$ cat src/rtl/bin_lookup_sequencer.sv
// bin_lookup_sequencer: controller for one BIN lookup.
// Accepts a BIN request, kicks off the binary search, then feeds the found index/found flag
// into the bank-name and card-level lookup units. It collects both results and holds them
// until the consumer acknowledges. A timer bounds SEARCH+LOOKUP so a stalled unit cannot hang
// the design.
// Ports:
//   CLOCK_50, resetn                - clock, async active-low reset
//   req_valid/req_bin/req_ready     - request handshake (accepted in IDLE only)
//   bs_start/bs_bin                 - start pulse and latched BIN to binary search
//   bs_done/bs_found/bs_index       - binary-search result (level)
//   lk_index/lk_done/lk_found       - latched search result to the lookup units
//   name_done/name_in               - bank-name lookup result
//   level_done/level_in             - card-level lookup result
//   res_valid/found/timeout/name/level, res_ack - held result and consumer acknowledge
//   busy                            - sequencer not idle
module bin_lookup_sequencer #(
  parameter int unsigned BIN_W   = 20,
  parameter int unsigned IDX_W   = 12,
  parameter int unsigned NAME_W  = 100,
  parameter int unsigned LEVEL_W = 100,
  parameter int unsigned TIMEOUT = 4095
) (
  input  logic               CLOCK_50,
  input  logic               resetn,
  input  logic               req_valid,
  input  logic [BIN_W-1:0]   req_bin,
  output logic               req_ready,
  output logic               bs_start,
  output logic [BIN_W-1:0]   bs_bin,
  input  logic               bs_done,
  input  logic               bs_found,
  input  logic [IDX_W-1:0]   bs_index,
  output logic [IDX_W-1:0]   lk_index,
  output logic               lk_done,
  output logic               lk_found,
  input  logic               name_done,
  input  logic [NAME_W-1:0]  name_in,
  input  logic               level_done,
  input  logic [LEVEL_W-1:0] level_in,
  output logic               res_valid,
  output logic               res_found,
  output logic               res_timeout,
  output logic [NAME_W-1:0]  res_name,
  output logic [LEVEL_W-1:0] res_level,
  input  logic               res_ack,
  output logic               busy
);

  localparam int unsigned TimerW = $clog2(TIMEOUT + 1);

  typedef enum logic [1:0] {StIdle, StSearch, StLookup, StResult} state_e;

  state_e              state_q;
  logic [TimerW-1:0]   timer_q;
  logic                name_seen_q;
  logic                level_seen_q;
  logic                req_ready_q;
  logic                bs_start_q;
  logic [BIN_W-1:0]    bs_bin_q;
  logic [IDX_W-1:0]    lk_index_q;
  logic                lk_done_q;
  logic                lk_found_q;
  logic                res_valid_q;
  logic                res_found_q;
  logic                res_timeout_q;
  logic [NAME_W-1:0]   res_name_q;
  logic [LEVEL_W-1:0]  res_level_q;
  logic                busy_q;

  logic                timeout_hit;
  logic                both_seen;
  logic [TimerW-1:0]   timer_inc;

  always_comb begin
    timeout_hit = (timer_q == TimerW'(TIMEOUT));
    // A done arriving this very cycle counts, so both units finishing together is handled.
    both_seen   = (name_seen_q | name_done) & (level_seen_q | level_done);
    timer_inc   = (timer_q == {TimerW{1'b1}}) ? timer_q : timer_q + 1'b1;
  end

  always_ff @(posedge CLOCK_50 or negedge resetn) begin
    if (!resetn) begin
      state_q       <= StIdle;
      timer_q       <= '0;
      name_seen_q   <= 1'b0;
      level_seen_q  <= 1'b0;
      req_ready_q   <= 1'b1;
      bs_start_q    <= 1'b0;
      bs_bin_q      <= '0;
      lk_index_q    <= '0;
      lk_done_q     <= 1'b0;
      lk_found_q    <= 1'b0;
      res_valid_q   <= 1'b0;
      res_found_q   <= 1'b0;
      res_timeout_q <= 1'b0;
      res_name_q    <= '0;
      res_level_q   <= '0;
      busy_q        <= 1'b0;
    end else begin
      unique case (state_q)
        StIdle: begin
          if (req_valid) begin
            bs_bin_q    <= req_bin;
            bs_start_q  <= 1'b1;
            timer_q     <= '0;
            req_ready_q <= 1'b0;
            busy_q      <= 1'b1;
            state_q     <= StSearch;
          end
        end
        StSearch: begin
          bs_start_q <= 1'b0;
          timer_q    <= timer_inc;
          if (timeout_hit) begin
            res_timeout_q <= 1'b1;
            res_found_q   <= 1'b0;
            res_name_q    <= '0;
            res_level_q   <= '0;
            res_valid_q   <= 1'b1;
            state_q       <= StResult;
          // bs_start_q is high only in the first SEARCH cycle: a done seen then is stale.
          end else if (bs_done && !bs_start_q) begin
            lk_index_q   <= bs_index;
            lk_found_q   <= bs_found;
            lk_done_q    <= 1'b1;
            name_seen_q  <= 1'b0;
            level_seen_q <= 1'b0;
            state_q      <= StLookup;
          end
        end
        StLookup: begin
          timer_q <= timer_inc;
          if (timeout_hit) begin
            lk_done_q     <= 1'b0;
            res_timeout_q <= 1'b1;
            res_found_q   <= 1'b0;
            res_name_q    <= '0;
            res_level_q   <= '0;
            res_valid_q   <= 1'b1;
            state_q       <= StResult;
          end else begin
            // Only the first pulse of each unit is captured.
            if (name_done && !name_seen_q) begin
              res_name_q  <= name_in;
              name_seen_q <= 1'b1;
            end
            if (level_done && !level_seen_q) begin
              res_level_q  <= level_in;
              level_seen_q <= 1'b1;
            end
            if (both_seen) begin
              lk_done_q   <= 1'b0;
              res_found_q <= lk_found_q;
              res_valid_q <= 1'b1;
              state_q     <= StResult;
            end
          end
        end
        StResult: begin
          if (res_ack) begin
            res_valid_q   <= 1'b0;
            res_found_q   <= 1'b0;
            res_timeout_q <= 1'b0;
            res_name_q    <= '0;
            res_level_q   <= '0;
            req_ready_q   <= 1'b1;
            busy_q        <= 1'b0;
            state_q       <= StIdle;
          end
        end
        default: state_q <= StIdle;
      endcase
    end
  end

  assign req_ready   = req_ready_q;
  assign bs_start    = bs_start_q;
  assign bs_bin      = bs_bin_q;
  assign lk_index    = lk_index_q;
  assign lk_done     = lk_done_q;
  assign lk_found    = lk_found_q;
  assign res_valid   = res_valid_q;
  assign res_found   = res_found_q;
  assign res_timeout = res_timeout_q;
  assign res_name    = res_name_q;
  assign res_level   = res_level_q;
  assign busy        = busy_q;

endmodule
$ cat config.mk
export PLATFORM = sky130hd
export DESIGN_NAME = bin_lookup_sequencer
export DESIGN_NICKNAME = d
export VERILOG_FILES = /design/src/rtl/bin_lookup_sequencer.sv
export SDC_FILE = /design/constraint.sdc
export NUM_CORES = 1
export LEC_CHECK = 0
export BUFFER_PORTS_ARGS = -buffer_cell sky130_fd_sc_hd__buf_2
export CAP_MARGIN = 20
export CORE_AREA = 3 3 184 186
export DETAILED_ROUTE_END_ITERATION = 12
export DIE_AREA = 0 0 187 189
export PLACE_DENSITY = 0.72
export SYNTH_ARGS = -nofsm -noshare
export SYNTH_HDL_FRONTEND = slang
export SYNTH_SLANG_ARGS = --single-unit
$ cat constraint.sdc
create_clock -name CLOCK_50 -period 2.9 [get_ports CLOCK_50]
set_input_delay 0.435 -clock CLOCK_50 [delete_from_list [all_inputs] [get_ports CLOCK_50]]
set_output_delay 0.435 -clock CLOCK_50 [all_outputs]
set_load 0.02 [all_outputs]
# After elaboration in Yosys (flattened, before gate mapping)
# Cells that the tools add are included.
totals:
  reg_bits: 256
  elab_cells: 113
  inputBits: 240
  out_inout_bits: 240
classes:
  bitwise: 4
  eq_ne: 18
  n_reduce_logical: 27
  mux: 47
  add_sub_neg: 1
ops:
  columns: ["operator", "n"]
  rows:
  - ["$mux W100", 6]
  - ["$pmux W100 S3", 2]
  - ["$mux W12", 2]
  - ["$pmux W12 S2", 1]
  - ["$mux W1", 20]
  - ["$reduce_and A4 Y1", 5]
  - ["$ne A2 B2 Y1 const B", 9]
  - ["$pmux W1 S2", 7]
  - ["$add A12 B1 Y12 const B", 1]
  - ["$eq A12 B12 Y1 const B", 1]
  - ["$mux W2", 6]
  - ["$ne A3 B3 Y1 const B", 4]
  - ["$reduce_and A3 Y1", 4]
  - ["$reduce_and A5 Y1", 2]
  - ["$reduce_bool A2 Y1", 5]
  - ["$pmux W2 S4", 1]
  - ["$pmux W1 S3", 2]
  - ["$eq A2 B2 Y1 const B", 2]
  - ["$reduce_and A2 Y1", 2]
  - ["$logic_and A1 B1 Y1", 3]
  - ["$logic_not A1 Y1", 3]
  - ["$reduce_bool A3 Y1", 1]
  - ["$eq A2 B1 Y1 const B", 1]
  - ["$logic_not A2 Y1", 1]
  - ["5 further kinds", 6]

# Depth between registers and ports, before layout
# Gate-level depths: netlist (run 1).
logic_depth:
  ltp_word: 5
  mapped_depth: 9
  depth_no_buf: 6

# Worst setup path after synthesis (run 1)
# No wires, ideal clock.
synth_timing:
  kind: "reg-to-reg"
  from: "register state_q[0]"
  to: "register timer_q[5]"
  arrival_ps: 1900
  path_slack_ps: 874
  path_stages_with_launch: 8
  path_buffers: 2
  required_time_ps: 2774
  setup_ps: 126
  cell_sequence: "dfrtp_1 > inv_1 > ha_1 > clkbuf_1 > mux2i_1 > clkbuf_1 > nor3b_1 > a221o_1"
synth_between:
  elab_chain_len: 4
  word_cells_on_any_way: 9
  classes_between: "eq/ne: 4; mux: 1; reduce/logical: 4"
synth_rtl:
  columns: ["item", "line_no", "source"]
  rows:
  - ["start: declaration", "53", "state_e state_q;"]
  - ["start signal: assignment", "83", "state_q <= StIdle;"]
  - ["start signal: assignment", "108", "state_q <= StSearch;"]
  - ["start signal: assignment", "120", "state_q <= StResult;"]
  - ["$eq A2 B2 Y1 or $eq A2 B1 Y1 (tied branches)", "100", "unique case (state_q)"]
  - ["$reduce_or A2 Y1 (no line)", null, null]
  - ["$ne A2 B2 Y1 (no line) or $reduce_bool A2 Y1 (tied branches)", null, null]
  - ["$reduce_and A3 Y1 (no line)", null, null]
  - ["end signal: assignment", "113", "timer_q <= timer_inc;"]
  - ["end signal: assignment", "132", "timer_q <= timer_inc;"]
  - ["end: declaration", "54", "logic [TimerW-1:0] timer_q;"]
# Several ways; a longest one is shown, not always the timed one.
# A chain may end at the register's enable or synchronous reset.

# Worst setup path in the final report (run 1)
layout_timing:
  from: "register timer_q[0]"
  to: "register res_name_q[14], in the netlist res_name[14]"
layout_between:
  elab_chain_len: 3
  word_cells_on_any_way: 6
  classes_between: "eq/ne: 3; mux: 2; reduce/logical: 1"
layout_rtl:
  columns: ["item", "line_no", "source"]
  rows:
  - ["$eq A12 B12 Y1 *", "75", "timeout_hit = (timer_q == TimerW'(TIMEOUT));"]
  - ["$ne A3 B3 Y1 (no line), or another cell as far along", null, null]
  - ["$reduce_and A4 Y1 (no line) or $pmux W100 S3 (tied branches)", null, null]
  - ["end signal: assignment", "144", "res_name_q <= name_in;"]
  - ["end: declaration", "66", "logic [NAME_W-1:0] res_name_q;"]
# Mark *: on every way between the ends. The rest lies on a longest branch, timed or not.

==> results of run 1 <==
## kinds of logic after synthesis
family | Yosys count | synth area share (%)
muxes | 238 | 20.7
DFF | 256 | 54.7
buffers and inverters | 268 | 11.0
adders and majority gates | 6 | 0.641
AOI/OAI and AO/OA | 59 | 3.69
and+or+nand+nor | 261 | 9.24
## metal layers
| layer | vias up | share of wire [%] | track usage, % |
|---|---|---|---|
| li1 | 4408 | - | - |
| met1 | 4440 | 41 | 21.6 |
| met2 | 363 | 50 | 31.4 |
| met3 | 50 | 7.5 | 4.41 |
| met4 | 0 | 2.1 | 4.42 |
| met5 | - | 0 | 0 |
## path summary, 6_finish.rpt
path	start	endpoint	slack, ns
max reg2reg	timer_q[0]$_DFFE_PN0P_	res_name[14]$_DFFE_PN0P_	0.43
max	timer_q[0]$_DFFE_PN0P_	res_name[14]$_DFFE_PN0P_	0.43
min in group asynchronous	resetn	bs_bin[9]$_DFFE_PN0P_	0.45
max in group asynchronous	resetn	req_ready$_DFFE_PN1P_	1.63
min	bs_index[6]	lk_index[6]$_DFFE_PN0P_	0.12
min reg2reg	lk_index[7]$_DFFE_PN0P_	lk_index[7]$_DFFE_PN0P_	0.49
## power groups by stage
| stage | registers [uW] | logic [uW] | clock network (uW) |
|---|---|---|---|
| 2_1_floorplan | 7720 | 5400 | 0 |
| 3_3_place_gp | 5980 | 9800 | 0 |
| 3_5_place_dp | 6000 | 10000 | 0 |
| 4_1_cts | 5990 | 10100 | 3690 |
| 5_1_grt | 6190 | 10700 | 3840 |
| 6_report | 5990 | 9910 | 3590 |
## flip-flops by register name, summed over array words and instances, names as in the netlist
register / cells
bs_bin: 20
bs_start: 1
busy: 1
level_seen_q: 1
lk_done: 1
lk_found: 1
lk_index: 12
name_seen_q: 1
req_ready: 1
res_found: 1
res_level: 100
res_name: 100
res_timeout: 1
res_valid: 1
state_q: 2
timer_q: 12
## cell usage after synthesis, drive strengths merged (2+ instances only)
cell	n
and3	2
ha	6
nor2b	5
o22ai	4
o2bb2ai	2
a31oi	8
a21o	2
a41oi	2
mux2i	203
mux2	35
a22o	4
clkbuf	5
nand2b	4
dfrtp	255
o21ai	12
nor3b	3
a311oi	2
a221o	2
nor3	4
nand4	5
inv	208
nand2	212
nand3	11
buf	55
and4	2
nor2	9
a21oi	8
a21boi	2
## through the flow
stage                     total power [uW]  cell area [um^2]
after CTS                            19700             15500
final                                19500             15500
after detailed placement             16000             14600
after global placement               15800             14600
after floorplan                      13100             11700
after global routing                 20700             15500
## worst max-delay path, delay by kind of cell, from the launching register on
kind	cells	cell delay, ns
adders and majority gates	1	0.23
and+or+nand+nor	2	0.65
AOI/OAI and AO/OA	1	0.49
muxes	1	0.23
buffers and inverters	1	0.30
DFF	1	0.44
## repair_timing
action,in CTS,in global routing
endpoints found under the hold margin,63,0
hold buffers,1,0
resized for setup,0,0
## layout make-up
| type | count | share of cell area, % |
|---|---|---|
| Clock buffer | 45 | 5.45 |
| Multi-Input combinational cell | 564 | 26.1 |
| Sequential cell | 256 | 41.3 |
| Tap cell | 442 | 3.57 |
| Inverter | 208 | 5.03 |
| Clock inverter | 6 | 0.532 |
| Timing Repair Buffer | 514 | 18.0 |
==> results.yml, run 1 <==
run_status:
  status: "finished, final reports clean"
synth:
  syn_area_um2: 11700
  synthTopCellsByArea: "dfrtp_1, mux2i_1, nand2_1"
  async_flop_share_pct: 100
  ys_seq_elements: 256
  yosysSeqAreaShare_pct: 54.7
  synthCells: 1088
  yosysWarnings: 0
  synth_edf_count: 0
  syn-num-nets: 1334
  yosysUniqueCellTypes: 52
  yosysTopAreaCellShare_pct: 54.5
  yosys.area.top_type: "dfrtp_1"
  syn_area_per_cell_um2: 10.8
  synthFlopType: "dfrtp_1"
job:
  maxCapViolCount: 0
critical_path:
  crit_fanout: 30
  rr_worst_depth: 6
  startpoint_type: "flip-flop"
  cp_slowest_cell: "a21boi_4"
  cpPeakStageDelay_ns: 0.49
  path_class: "reg -> reg"
  cp.required_ns: 3.34
  path_cells: "ha_1 -> and3_1 -> nand3_2 -> a21boi_4 -> buf_12 -> mux2i_1"
  crit_arrival_ns: 2.91
  cp-end-kind: "flip-flop"
cells_and_area:
  antenna_cells: 0
  drive_gt1_share_pct: 36.9
  area_growth_pct: 32.4
  layout_common_cells: "buf_2, dfrtp_1, nand2_1, inv_1, mux2i_1"
  mostFrequentLayoutCell: "buf_2"
  utilization_pct: 47.8
  fill_cells: 3006
  instances_no_fill: 2035
  fin_nets: 1818
  regArea_um2: 6410
  multi_input_area_um2: 4040
drt:
  via_per_inst: 4.55
  routedWlPerCell_um: 15.9
  first_iter_violations: 455
  postRouteWirelength_um: 32500
  ant_nets: 0
  dr_total_vias: 9261
  drc: 0
  drt_pre_antenna_iters: 4
sta:
  fin_crit_sh_pct: 85.2
  max_freq_mhz: 405
  worstMarginPinSlew_ns: 0.559
  hold_violations: 0
  slew_headroom_pct: 62.7
  setup_viol: 0
  fin_tns_setup_ns: 0
  min_period_ns: 2.47
  skew_ns: 0.0148
  slew_viol_final: 0
  setup_ws_ns: 0.430
  whs_ns: 0.115
  rsz0062_at_grt: "no"
die:
  die-area_um2: 35300
  fp.dieH_um: 189
  rows: 66
  ioPinCount: 480
  initial_core_util_pct: 36.1
  core-area_um2: 32500
  dieWidth_um: 187
clocking:
  cts_sinks: 256
  htreeDepth: 1
  worstSkewPairLatency_ns: 0.53
  path_clk_slew_ns: 0.06
  cts_made_buffers: 28
  cts_root_buf: "clkbuf_16"
  cts_buffer_depth: 3
  postCtsSetupBuffers: 0
  cts_tree: "yes"
grt:
  grt_antenna_before_repair: 0
  grt_pass1_vias: 9591
  gr-total-overflow: 0
  grt_max_degree: 100
  grtUsageTotal_pct: 17.7
  grt_pass1_wl_um: 51400
pwr:
  powerDensity_nw_per_um2: 1260
  clkPwrFrac_pct: 18.4
  peakVddDrop_v: 0.000678
  combinationalPowerShare_pct: 50.9
  p_sw_share_pct: 42.5
  seqPwrFrac_pct: 30.7
  p_leak_uw: 0.00825
  switchingPower_uw: 8270
  p_int_uw: 11200
place:
  place_inst: 1983
  dpl_worst_slack_ns: 0.426
  numPortBuffers: 479
  dp_hpwl_um: 24000
  globalplace.congestion: 0.866
min_path:
  hp-class: "in -> reg"
  whs_path_depth: 2
No activity file was read; power rests on OpenSTA's default activity.
==> run 2, diff against run 1 <==
Settings changed: ABC_AREA from default to 1, CORE_AREA 3 3 184 186 to 3 3 187 189, DIE_AREA 0 0 187 189 to 0 0 190 192, PLACE_DENSITY 0.72 to 0.71.
==> results.yml, run 2 <==
job:
  maxCapViolCount: 0
sta:
  min_period_ns: 2.38
  slew_headroom_pct: 56.9
  fin_crit_sh_pct: 81.9
  whs_ns: 0.0874
  rsz0062_at_grt: "no"
  slew_viol_final: 0
  skew_ns: 0.0191
  setup_viol: 0
  worstMarginPinSlew_ns: 0.647
  hold_violations: 0
  fin_tns_setup_ns: 0
  max_freq_mhz: 421
synth:
  yosysMostFrequentCell: "nand2_1"
  yosysTopAreaCellShare_pct: 52.4
  yosys.area.top_type: "dfrtp_1"
  ys_seq_elements: 256
  syn_area_um2: 12200
  synth_top_family_by_area: "simple AND/OR/NAND/NOR gates"
  yosysSeqAreaShare_pct: 52.6
  muxShareOfSynthArea_pct: 0
  synth_adder_area_share_pct: 0.616
  yosysWarnings: 0
  synth_commonest_cells: "nand2_1, dfrtp_1, nand3_1, nand3b_1, inv_1"
  synthTopCellsByArea: "dfrtp_1, nand2_1, nand3b_1"
  yosysUniqueCellTypes: 25
  synthSimpleGateAreaFrac_pct: 38.1
  syn_area_per_cell_um2: 8.13
  syn-num-nets: 1745
  synthCells: 1499
  synth_compound_area_share_pct: 1.65
  synth-xor-area-share_pct: 0.288
  synth_edf_count: 0
  synthFlopType: "dfrtp_1"
  async_flop_share_pct: 100
die:
  ioPinCount: 480
  dieWidth_um: 190
  core-area_um2: 33400
  initial_core_util_pct: 36.4
  fp.dieH_um: 192
  rows: 67
  die-area_um2: 36500
drt:
  routedWlPerCell_um: 16.2
  first_iter_violations: 664
  via_per_inst: 4.91
  dr_total_vias: 11700
  drc: 0
  ant_nets: 0
  postRouteWirelength_um: 38700
  drt_pre_antenna_iters: 5
critical_path:
  crit_arrival_ns: 2.79
  path_cells: "ha_1 -> nand2_1 -> nor2_2 -> nand3_4 -> a21oi_4 -> nand2_4 -> buf_12 -> nand2_1 -> nand2_1"
  cp_slowest_cell: "dfrtp_1"
  cp-end-kind: "flip-flop"
  cpMostUsedCell: "nand2_1"
  crit_fanout: 68
  startpoint_type: "flip-flop"
  path_class: "reg -> reg"
  path_buf_inv: 1
  cpPeakStageDelay_ns: 0.39
  cp.required_ns: 3.31
  critPathTopFamily: "simple AND/OR/NAND/NOR gates"
cells_and_area:
  multi_input_area_um2: 5020
  area_growth_pct: 30.3
  drive_gt1_share_pct: 28.7
  layout_common_cells: "nand2_1, buf_2, dfrtp_1, nand3_1, nand3b_1"
  fill_cells: 3248
  mostFrequentLayoutCell: "nand2_1"
  regArea_um2: 6410
  utilization_pct: 47.5
  fin_nets: 2164
clocking:
  htreeDepth: 1
  cts_tree: "yes"
  cts_buffer_depth: 3
  cts_root_buf: "clkbuf_16"
  cts_sinks: 256
  path_clk_slew_ns: 0.06
  worstSkewPairLatency_ns: 0.54
  postCtsSetupBuffers: 0
  cts_made_buffers: 28
min_path:
  hp-class: "in -> reg"
grt:
  grt_max_degree: 110
  grt_pass1_vias: 11200
  grt_pass1_wl_um: 59900
  gr-total-overflow: 0
  grt_antenna_before_repair: 1
  grtUsageTotal_pct: 20.0
run_status:
  status: "finished, final reports clean"
pwr:
  peakVddDrop_v: 0.00133
  powerDensity_nw_per_um2: 1170
  p_leak_uw: 0.00919
  p_total_uw: 18500
place:
  globalplace.congestion: 0.902
  dp_hpwl_um: 26700
  numPortBuffers: 479
[run 2: final cells by class]
| class | count | area share [%] |
|---|---|---|
| sequential | 256 | 40.4 |
| timing repair buffer | 502 | 17.0 |
| clock inverter | 10 | 0.363 |
| antenna | 1 | 0.0158 |
| tap | 448 | 3.53 |
| multi-input combinational | 1051 | 31.6 |
| inverter | 79 | 1.87 |
| clock buffer | 42 | 5.26 |
[run 2: cell families (layout without fill, tap and decap cells)]
kind of cell,after synthesis,after routing
XOR/XNOR,4,4
other,0,1
buffers and inverters,192,633
AO/OA/AOI/OAI,34,34
AND/OR/NAND/NOR,1007,1007
adder cells (fa/ha/maj),6,6
flip-flops,256,256
[run 2: power breakdown]
part	switching, uW	internal [uW]
sequential	785	5020
combinational	6590	2700
clock	1470	1990
[run 2: routing by layer]
metal	share of wire (%)	GRT usage (%)	up-vias
met1	41	25.5	5558
li1	-	-	5617
met3	8.4	4.36	73
met2	48	33.6	492
met5	0	0	-
met4	3.0	6.82	0
[run 2: what timing repair did]
action	in CTS	in global routing
gates resized for setup	0	0
hold endpoints to repair	56	0
hold buffers	1	0
[run 2: worst register-to-register path, delay by kind of cell (launching register included)]
| kind | cells | cell delay, ns |
|---|---|---|
| AO/OA/AOI/OAI | 1 | 0.36 |
| adder cells (fa/ha/maj) | 1 | 0.22 |
| buffers and inverters | 1 | 0.33 |
| flip-flops | 1 | 0.39 |
| AND/OR/NAND/NOR | 6 | 0.94 |
[run 2: metrics by stage]
stage	std cells	area, um^2	setup WS (ns)
floorplan	1499	12200	1.06
global placement	2335	15000	0.623
detailed placement	2335	15000	0.512
CTS	2388	15900	0.504
global route	2389	15900	0.273
finish	2389	15900	0.524
[run 2: final timing paths]
path / cells past startpoint / start / slack [ns] / to
worst max-delay path: 9 / timer_q[0]$_DFFE_PN0P_ / 0.52 / res_level[95]$_DFFE_PN0P_
worst min-delay path: 3 / req_bin[19] / 0.09 / bs_bin[19]$_DFFE_PN0P_
worst max register to register: 9 / timer_q[0]$_DFFE_PN0P_ / 0.52 / res_level[95]$_DFFE_PN0P_
worst min register to register: 2 / res_name[68]$_DFFE_PN0P_ / 0.46 / res_name[68]$_DFFE_PN0P_
max in group asynchronous: 3 / resetn / 1.61 / req_ready$_DFFE_PN1P_
min in group asynchronous: 2 / resetn / 0.45 / bs_bin[14]$_DFFE_PN0P_
